`src/rtl/rr_grant_arbiter.sv`:
```
// Eight-way round-robin arbiter with registered one-hot grant and a hold timeout.
// Every grant ends in IDLE, so consecutive grants are always separated by one idle cycle.
module rr_grant_arbiter #(
  parameter int unsigned HOLD_MAX = 16,
  parameter int unsigned CNT_W    = 5
) (
  input  logic       clk,
  input  logic       rst,
  input  logic [7:0] req,
  output logic [7:0] grant,
  output logic [2:0] grant_idx,
  output logic       grant_valid,
  output logic       timeout
);

  typedef enum logic {IDLE, BUSY} state_e;

  localparam logic [CNT_W-1:0] HOLD_C  = CNT_W'(HOLD_MAX);
  localparam logic [CNT_W-1:0] CNT_MAX = '1;

  state_e           state_q, state_d;
  logic [2:0]       ptr_q, ptr_d;
  logic [2:0]       idx_q, idx_d;
  logic [CNT_W-1:0] cnt_q, cnt_d;
  logic [7:0]       grant_q, grant_d;
  logic             timeout_q, timeout_d;

  logic             win_found;
  logic [2:0]       win_idx;
  logic [2:0]       cand;

  // Rotating priority scan: ptr, ptr+1, ... wrapping mod 8.
  always_comb begin
    win_found = 1'b0;
    win_idx   = ptr_q;
    cand      = ptr_q;
    for (int i = 0; i < 8; i++) begin
      cand = ptr_q + 3'(i);
      if (!win_found && req[cand]) begin
        win_found = 1'b1;
        win_idx   = cand;
      end
    end
  end

  always_comb begin
    state_d   = state_q;
    ptr_d     = ptr_q;
    idx_d     = idx_q;
    cnt_d     = cnt_q;
    grant_d   = grant_q;
    timeout_d = 1'b0;
    case (state_q)
      IDLE: begin
        if (win_found) begin
          idx_d   = win_idx;
          grant_d = 8'b1 << win_idx;
          cnt_d   = CNT_W'(1);
          state_d = BUSY;
        end
      end
      BUSY: begin
        if (!req[idx_q] || (HOLD_MAX != 0 && cnt_q == HOLD_C)) begin
          // Release wins over timeout when both happen on the same edge.
          timeout_d = req[idx_q];
          grant_d   = 8'h00;
          ptr_d     = idx_q + 3'd1;
          cnt_d     = '0;
          state_d   = IDLE;
        end else if (cnt_q != CNT_MAX) begin
          cnt_d = cnt_q + CNT_W'(1);
        end
      end
      default: state_d = IDLE;
    endcase
  end

  always_ff @(posedge clk or posedge rst) begin
    if (rst) begin
      state_q   <= IDLE;
      ptr_q     <= 3'd0;
      idx_q     <= 3'd0;
      cnt_q     <= '0;
      grant_q   <= 8'h00;
      timeout_q <= 1'b0;
    end else begin
      state_q   <= state_d;
      ptr_q     <= ptr_d;
      idx_q     <= idx_d;
      cnt_q     <= cnt_d;
      grant_q   <= grant_d;
      timeout_q <= timeout_d;
    end
  end

  assign grant       = grant_q;
  assign grant_idx   = idx_q;
  assign grant_valid = (state_q == BUSY);
  assign timeout     = timeout_q;

endmodule

```
`config.mk`:
```
export PLATFORM = sky130hd
export DESIGN_NAME = rr_grant_arbiter
export DESIGN_NICKNAME = d
export VERILOG_FILES = /design/src/rtl/rr_grant_arbiter.sv
export SDC_FILE = /design/constraint.sdc
export NUM_CORES = 1
export LEC_CHECK = 0
export CAP_MARGIN = 15
export CORE_UTILIZATION = 49
export CTS_CLUSTER_SIZE = 28
export DETAILED_ROUTE_END_ITERATION = 8
export GPL_TIMING_DRIVEN = 1
export PLACE_DENSITY = 0.72
export SLEW_MARGIN = 20
export SYNTH_ARGS = -nofsm -noshare
export SYNTH_HDL_FRONTEND = slang
export SYNTH_SLANG_ARGS = --single-unit
```
`constraint.sdc`:
```
create_clock -name clk -period 6.7 [get_ports clk]
set_clock_uncertainty 0.1 [all_clocks]
set_input_delay 0.67 -clock clk [delete_from_list [all_inputs] [get_ports clk]]
set_output_delay 0.67 -clock clk [all_outputs]
set_load 0.01 [all_outputs]
```
==> results of run 1 <==
-- logic make-up (layout without fill, tap and decap cells) --
logic type	count (synthesis)	after routing	share of synthesized area
AOI/OAI and AO/OA	55	55	0.220
and+or+nand+nor	48	48	0.138
muxes	27	27	0.266
DFF	21	21	0.275
buffers and inverters	17	36	0.0439
adders and majority gates	6	6	0.0393
xor gates and xnor gates	4	4	0.0184
-- through the flow --
stage / hold WS, ps / instance area [um^2] / setup WS (ps) / cells / util
6_report: 386 / 2190 / 2740 / 245 / 0.593
5_1_grt: 413 / 2190 / 2490 / 245 / 0.593
4_1_cts: 392 / 2190 / 2710 / 245 / 0.593
3_5_place_dp: 376 / 2140 / 2720 / 241 / 0.581
3_3_place_gp: 368 / 2140 / 2860 / 241 / 0.581
2_1_floorplan: 383 / 1910 / 3300 / 178 / -
-- worst max-delay path by stage --
stage	start	end
2_1_floorplan	ptr_q[1]	grant[4]
6_report	ptr_q[0]	grant[4]
3_3_place_gp	ptr_q[0]	grant[6]
3_5_place_dp	ptr_q[0]	grant[4]
5_1_grt	ptr_q[0]	grant[3]
4_1_cts	ptr_q[0]	grant[4]
-- layer usage --
metal / track usage / wire length (um) / part of all wire
met5: 0 / 0 / 0
met4: 0.0389 / 20 / 0.0048
met3: 0.0393 / 243 / 0.059
met2: 0.351 / 1980 / 0.48
met1: 0.319 / 1900 / 0.46
-- state kept, by name, indices dropped and copies added, names as in the netlist --
register / cells
grant_idx: 3
cnt_q: 5
grant_valid: 1
timeout: 1
grant: 8
ptr_q: 3
-- critical path, delay by kind of cell (launching register included) --
kind	cells	cell delay (ps)
buf+inv	1	190
fa+ha+maj	1	620
flops	1	700
mux	2	950
compound gates	5	1280
-- cell usage in the layout, fill, tap and decap left out, drive strengths merged, types with 3 or more instances in the layout --
cell            n
inv            10
mux4           15
nand2          14
mux2            8
nand2b          6
ha              6
a22o            4
o21ai          13
clkbuf          4
a21oi           8
xnor2           4
clkdlybuf4s50  22
a32o            5
o31ai           6
dfrtp          21
mux2i           4
nor3            3
and3            5
o21bai          3
a22oi           4
nor2            9
-- cell type report --
| cell class | count | share of cell area |
|---|---|---|
| inverters | 10 | 0.0172 |
| repair buffers | 22 | 0.101 |
| flip-flops and latches | 21 | 0.240 |
| clock buffers | 4 | 0.0206 |
| well taps | 48 | 0.0275 |
| multi-input cells | 140 | 0.594 |
==> impl_metrics.ini, run 1 <==
[floorplanning]
die_width_um = 64.4
die_h_um = 64.4
rows = 22
start_util = 0.517
io_pins = 23
coreArea_um2 = 3690
die_area_um2 = 4150

[synth]
synth_top_area_cell = dfrtp_1
synth.top_cell.area_share = 0.275
synth_edf_count = 0
syn_area_um2 = 1910
synth.area.top_cells = dfrtp_1 28%, mux4_2 11%, mux4_1 8.3%, mux2_2 4.1%, ha_1 3.9%
synthFlopType = dfrtp_1
synth.yosys.seq_area_share = 0.275
netlist_instances = 178
syn_avg_cell_area_um2 = 10.7
synth_warnings = 0
synth_fp_nets = 194
async_reset_ff_frac = 1.00
netlist-cell-type-count = 49
ys_seq_elements = 21
synth_most_common_cell = dfrtp_1
synthTopCellsByCount = 21 x dfrtp_1, 14 x nand2_1, 13 x o21ai_0, 10 x inv_1

[timing]
tightest_slew_ps = 764
max_slew_margin = 0.490
slew_viol_final = 0
rsz0062_at_grt = false
finalSetupViolCount = 0
final_hold_viol_count = 0
layout_min_cycle_time_ps = 3960
fmax_mhz = 252
tns_ps = 0
post-route-period-util = 0.591

[drt]
dr.first_iter.drc_count = 130
first_pass_iters = 5
post_drt_wl_per_cell_um = 16.9
ant_nets = 0
vias = 1594
drt_wl_total_um = 4150
drc_errors = 0
via_per_inst = 6.51

[finish]
seq_area_um2 = 526
area_delta_synth_final_pct = 14.6
multi_input_area_um2 = 1300
fill_cells = 302
layout-drive-gt1-share = 0.142
nets = 214
num_antenna_cells = 0

[setup_path]
r2r_slack_ps = 2740
cpMaxStageDelayCell = dfrtp_1
critPathArrivalTime_ps = 4000
reg2reg_to = grant[4]
end_kind = flop
reg2reg_from = ptr_q[0]
required_ps = 6740
path_max_fanout = 14
setup.worst_path.class = flop to flop
startpoint_type = flop
reg2reg_depth = 9
worstPathCellList = inv_1 > ha_1 > mux4_1 > mux2_4 > o32ai_4 > a221oi_2 > a221o_1 > a22o_1 > a32o_1
max_stage_delay_ps = 700

[clocking]
ctsHoldBuffers = 0
insertion_delay_ps = 250
cts_buffer_depth = 2
post_cts_buffers = 0
cts_buffers = 3
cts-htree-levels = 1
cts_tree = done
clock-sinks = 21
cts_resized = 0
path_clk_slew_ps = 70
cts_root_buf = clkbuf_8

[global_routing]
grt_overflow = 0
antenna_found_initial = 0
globalRouteTotalUtil = 0.221
grt_pass1_wl_um = 7250
grt_pass1_vias = 1524
grt_max_degree = 22

[placed_design]
io_buffers = 22
place.gp.congestion = 0.901
hpwl_um = 3120

[hold_path]
hold_path_depth = 2
hp-start = grant[3]
min_to = grant[3]
hold_path.class = flop to flop

[job]
maxCapViolCount = 0

[run_status]
status = complete, no violations
Power of run 1 is not shown: default switching activity piles up to over one toggle a cycle in this logic, so the estimate is an artifact.
==> run 2, diff against run 1 <==
==> constraint.sdc (replaced) <==
create_clock -name clk -period 3.9 [get_ports clk]
set_clock_uncertainty 0.1 [all_clocks]
set_input_delay 0.39 -clock clk [delete_from_list [all_inputs] [get_ports clk]]
set_output_delay 0.39 -clock clk [all_outputs]
set_load 0.01 [all_outputs]
==> impl_metrics.ini, run 2 (synthesis results as in run 1) <==
[timing]
tns_ps = 0
fmax_mhz = 288
finalSetupViolCount = 0
tightest_slew_ps = 802
max_slew_margin = 0.465
slew_viol_final = 0
post-route-period-util = 0.892
final_hold_viol_count = 0
rsz0062_at_grt = false
layout_min_cycle_time_ps = 3480

[drt]
via_per_inst = 6.41
drc_errors = 0
ant_nets = 0
vias = 1583
drt_wl_total_um = 4170
first_pass_iters = 4
dr.first_iter.drc_count = 157
post_drt_wl_per_cell_um = 16.9

[setup_path]
critPathArrivalTime_ps = 3540
worst_path_most_repeated_cell = o21ai_0
required_ps = 3960
max_stage_delay_ps = 710
path_max_fanout = 11
worstPathCellList = inv_1 > ha_1 > mux4_1 > mux2i_1 > o21ai_0 > and2_1 > o21ai_0 > nand3_2 > o31ai_1
cp_num_buf_inv = 1
cpMaxStageDelayCell = mux4_1
end_kind = flop
startpoint_type = flop
setup.worst_path.class = flop to flop
critPathTopFamily = multiplexers

[finish]
area_delta_synth_final_pct = 15.4
seq_area_um2 = 526
num_antenna_cells = 0
layout-drive-gt1-share = 0.151
nets = 216
multi_input_area_um2 = 1300
largest_reg_flops = 8
fill_cells = 320
layout_common_cells = 22 x clkdlybuf4s50_1, 21 x dfrtp_1, 14 x nand2_1
final_common_cell = clkdlybuf4s50_1

[placed_design]
io_buffers = 22
place.gp.congestion = 0.915
hpwl_um = 3140

[clocking]
cts_buffers = 3
cts_buffer_depth = 2
clock-sinks = 21
cts_root_buf = clkbuf_8
cts_tree = done
cts_resized = 0
ctsHoldBuffers = 0
insertion_delay_ps = 260
post_cts_buffers = 0
path_clk_slew_ps = 70
cts-htree-levels = 1

[floorplanning]
die_h_um = 64.4
die_width_um = 64.4
coreArea_um2 = 3690
start_util = 0.517
io_pins = 23
die_area_um2 = 4150
rows = 22

[hold_path]
hold_path.class = flop to flop

[global_routing]
grt_max_degree = 22
globalRouteTotalUtil = 0.222
grt_overflow = 0
antenna_found_initial = 0
grt_pass1_vias = 1525
grt_pass1_wl_um = 7220

[run_status]
status = complete, no violations

[job]
maxCapViolCount = 0
-- run 2: stage by stage --
stage	hold WS [ps]	util	setup WS [ps]	area [um^2]	std cells
floorplan	267	-	497	1910	178
global placement	368	0.585	520	2160	243
detailed placement	381	0.585	463	2160	243
CTS	397	0.597	437	2200	247
global route	424	0.597	146	2200	247
finish	390	0.597	423	2200	247
-- run 2: area by class of cell --
type                       count  area share
sequential                    21       0.239
clock buffer                   4      0.0205
timing repair buffer          24       0.107
tap                           48      0.0273
multi-input combinational    140       0.590
inverter                      10      0.0170
-- run 2: worst paths after layout --
check | from | endpoint | slack, ps | cells after the start
worst max-delay path | ptr_q[0] | grant[7] | 420 | 9
worst min-delay path | grant[3] | grant[3] | 390 | 2
worst max register to register | ptr_q[0] | grant[7] | 420 | 9
worst min register to register | grant[3] | grant[3] | 390 | 2
max in group asynchronous | rst | grant[4] | 2710 | 2
min in group asynchronous | rst | timeout | 490 | 2
-- run 2: worst min-delay path, stage by stage, from the launching register on --
cell	delay, ps
dfrtp_1	340
nand2_1	60
o31ai_1	60
-- run 2: routing by layer --
layer  GRT usage  vias to the layer above  wire (um)  part of all wire
li1            -                      738          -                 -
met1       0.323                      783       1950              0.47
met2       0.349                       56       1970              0.47
met3      0.0286                        6        197             0.047
met4      0.0556                        0         52             0.012
met5           0                        -          0                 0
Power of run 2 is left out for the same reason.
==> run 3, diff against run 2 <==
--- a/config.mk
+++ b/config.mk
@@ -5,12 +5,15 @@
 export SDC_FILE = /design/constraint.sdc
 export NUM_CORES = 1
 export LEC_CHECK = 0
+export ABC_AREA = 1
 export CAP_MARGIN = 15
-export CORE_UTILIZATION = 49
+export CELL_PAD_IN_SITES_DETAIL_PLACEMENT = 1
+export CELL_PAD_IN_SITES_GLOBAL_PLACEMENT = 1
+export CORE_UTILIZATION = 39
 export CTS_CLUSTER_SIZE = 28
 export DETAILED_ROUTE_END_ITERATION = 8
 export GPL_TIMING_DRIVEN = 1
-export PLACE_DENSITY = 0.72
+export PLACE_DENSITY_LB_ADDON = 0.1
 export SLEW_MARGIN = 20
 export SYNTH_ARGS = -nofsm -noshare
 export SYNTH_HDL_FRONTEND = slang
==> impl_metrics.ini, run 3 <==
[run_status]
status = complete, no violations

[drt]
ant_nets = 0
via_per_inst = 5.16
dr.first_iter.drc_count = 41
drt_wl_total_um = 5080
first_pass_iters = 4
drc_errors = 0
vias = 1771
post_drt_wl_per_cell_um = 14.8

[clocking]
cts-htree-levels = 1
cts_tree = done
cts_root_buf = clkbuf_8
post_cts_buffers = 0
ctsHoldBuffers = 0
cts_resized = 0
clock-sinks = 21
cts_buffers = 3
insertion_delay_ps = 250
cts_buffer_depth = 2
path_clk_slew_ps = 80

[pwr]
p_leak_nw = 1.03
p_sw_frac = 0.581
p_int_mw = 0.874
p_comb_frac = 0.738
power.share.sequential = 0.195
max-vdd-ir-drop_v = 0.000326
power_density_nw_per_um2 = 1010
clock_power_share = 0.066
p_switching_mw = 1.21

[timing]
fmax_mhz = 302
tightest_slew_ps = 806
tns_ps = 0
post-route-period-util = 0.850
finalSetupViolCount = 0
max_slew_margin = 0.462
final_hold_viol_count = 0
layout_min_cycle_time_ps = 3320
slew_viol_final = 0
rsz0062_at_grt = false

[global_routing]
grt_max_degree = 22
grt_pass1_vias = 1839
grt_overflow = 0
globalRouteTotalUtil = 0.222
antenna_found_initial = 0
grt_pass1_wl_um = 8550

[synth]
syn_avg_cell_area_um2 = 6.54
synth_compound_area_frac = 0.0871
synth_top_family_by_area = simple AND/OR/NAND/NOR gates
ys_seq_elements = 21
netlist_instances = 268
netlist-cell-type-count = 31
synthXorXnorAreaFrac = 0.0300
synth-simple-area-share = 0.452
synth_most_common_cell = nand2_1
async_reset_ff_frac = 1.00
synth_top_area_cell = dfrtp_1
synth_fp_nets = 284
synthTopCellsByCount = 95 x nand2_1, 42 x nand3_1, 22 x inv_1, 22 x nor2_1, 21 x dfrtp_1
synth_fa_ha_area_frac = 0.0428
synth.yosys.seq_area_share = 0.300
synth_warnings = 0
synthFlopType = dfrtp_1
syn_area_um2 = 1750
synth.top_cell.area_share = 0.300
muxShareOfSynthArea = 0.0114
synth_edf_count = 0
synth.area.top_cells = dfrtp_1 30%, nand2_1 20%, nand3_1 12%, inv_1 4.7%, nor2_1 4.7%

[floorplanning]
die_width_um = 69.0
coreArea_um2 = 4320
die_h_um = 69.0
rows = 24
die_area_um2 = 4770
start_util = 0.405
io_pins = 23

[finish]
nets = 308
layout-drive-gt1-share = 0.0893
stdcell_count = 343
largest_reg_flops = 8
final_common_cell = nand2_1
seq_area_um2 = 526
multi_input_area_um2 = 1090
area_delta_synth_final_pct = 17.6
layout_common_cells = 95 x nand2_1, 42 x nand3_1, 22 x inv_1, 22 x nor2_1, 22 x clkdlybuf4s50_1
fill_cells = 593
num_antenna_cells = 0

[setup_path]
path_max_fanout = 14
critPathArrivalTime_ps = 3360
reg2reg_depth = 20
startpoint_type = flop
end_kind = flop
required_ps = 3940
setup.worst_path.class = flop to flop

[job]
maxCapViolCount = 0

[hold_path]
hold_path_depth = 2
hold_path.class = flop to flop

[placed_design]
hpwl_um = 4230
dp_cells = 339
place.gp.congestion = 0.819
io_buffers = 22
==> run 3: worst paths after layout <==
kind,from,to,slack [ps]
max,ptr_q[0],grant[4],580
min,grant[5],grant[5],390
max reg2reg,ptr_q[0],grant[4],580
min reg2reg,grant[5],grant[5],390
max in group asynchronous,rst,grant_idx[1],2700
min in group asynchronous,rst,grant_valid,490
==> run 3: metrics by stage <==
stage | power, mW | hold WS (ps) | util | worst slack [ps] | cell area [um^2]
2_1_floorplan | 1.54 | 267 | - | 1330 | 1750
3_3_place_gp | 1.93 | 374 | 0.466 | 739 | 2020
3_5_place_dp | 1.96 | 369 | 0.466 | 593 | 2020
4_1_cts | 2.11 | 388 | 0.477 | 567 | 2060
5_1_grt | 2.31 | 425 | 0.477 | 210 | 2060
6_report | 2.09 | 390 | 0.477 | 584 | 2060
==> run 3: cells by family after synthesis <==
family,after synthesis
AO/OA/AOI/OAI,25
XOR/XNOR,6
adder cells (fa/ha/maj),6
buffers and inverters,33
flip-flops,21
multiplexers,2
AND/OR/NAND/NOR,175
==> run 3: layout make-up <==
class / instances / area share
inverter: 30 / 0.0552
tap: 52 / 0.0316
clock buffer: 4 / 0.0218
timing repair buffer: 22 / 0.107
multi-input combinational: 214 / 0.530
sequential: 21 / 0.255
==> run 3: power groups by stage <==
| stage | combinational, mW | sequential (mW) | clock [mW] |
|---|---|---|---|
| floorplan | 1.16 | 0.377 | 0 |
| global placement | 1.52 | 0.409 | 0 |
| detailed placement | 1.55 | 0.411 | 0 |
| CTS | 1.56 | 0.407 | 0.143 |
| global route | 1.74 | 0.422 | 0.151 |
| finish | 1.54 | 0.407 | 0.139 |
==> run 3: routing by layer <==
| metal | vias to the layer above | track usage | routed length, um |
|---|---|---|---|
| met5 | - | 0 | 0 |
| met4 | 0 | 0.0862 | 123 |
| met3 | 8 | 0.0175 | 69 |
| met2 | 19 | 0.407 | 2660 |
| met1 | 838 | 0.268 | 2230 |
| li1 | 906 | - | - |
==> run 3: critical path, cell delays in order, from the launching register on <==
cell	delay (ps)
dfrtp_1	630
inv_2	190
ha_1	420
inv_1	190
nand3_1	130
nand2_1	100
nand2_1	70
nand2_2	100
nand2_2	60
nor2_2	120
nand3_2	110
nor2_1	280
nand2_1	100
nand2_1	80
inv_1	40
nand2_1	60
nand2_1	70
nand3_1	160
inv_1	80
nand2_1	70
nand2_1	50
Power figures use the tool's default switching activity.
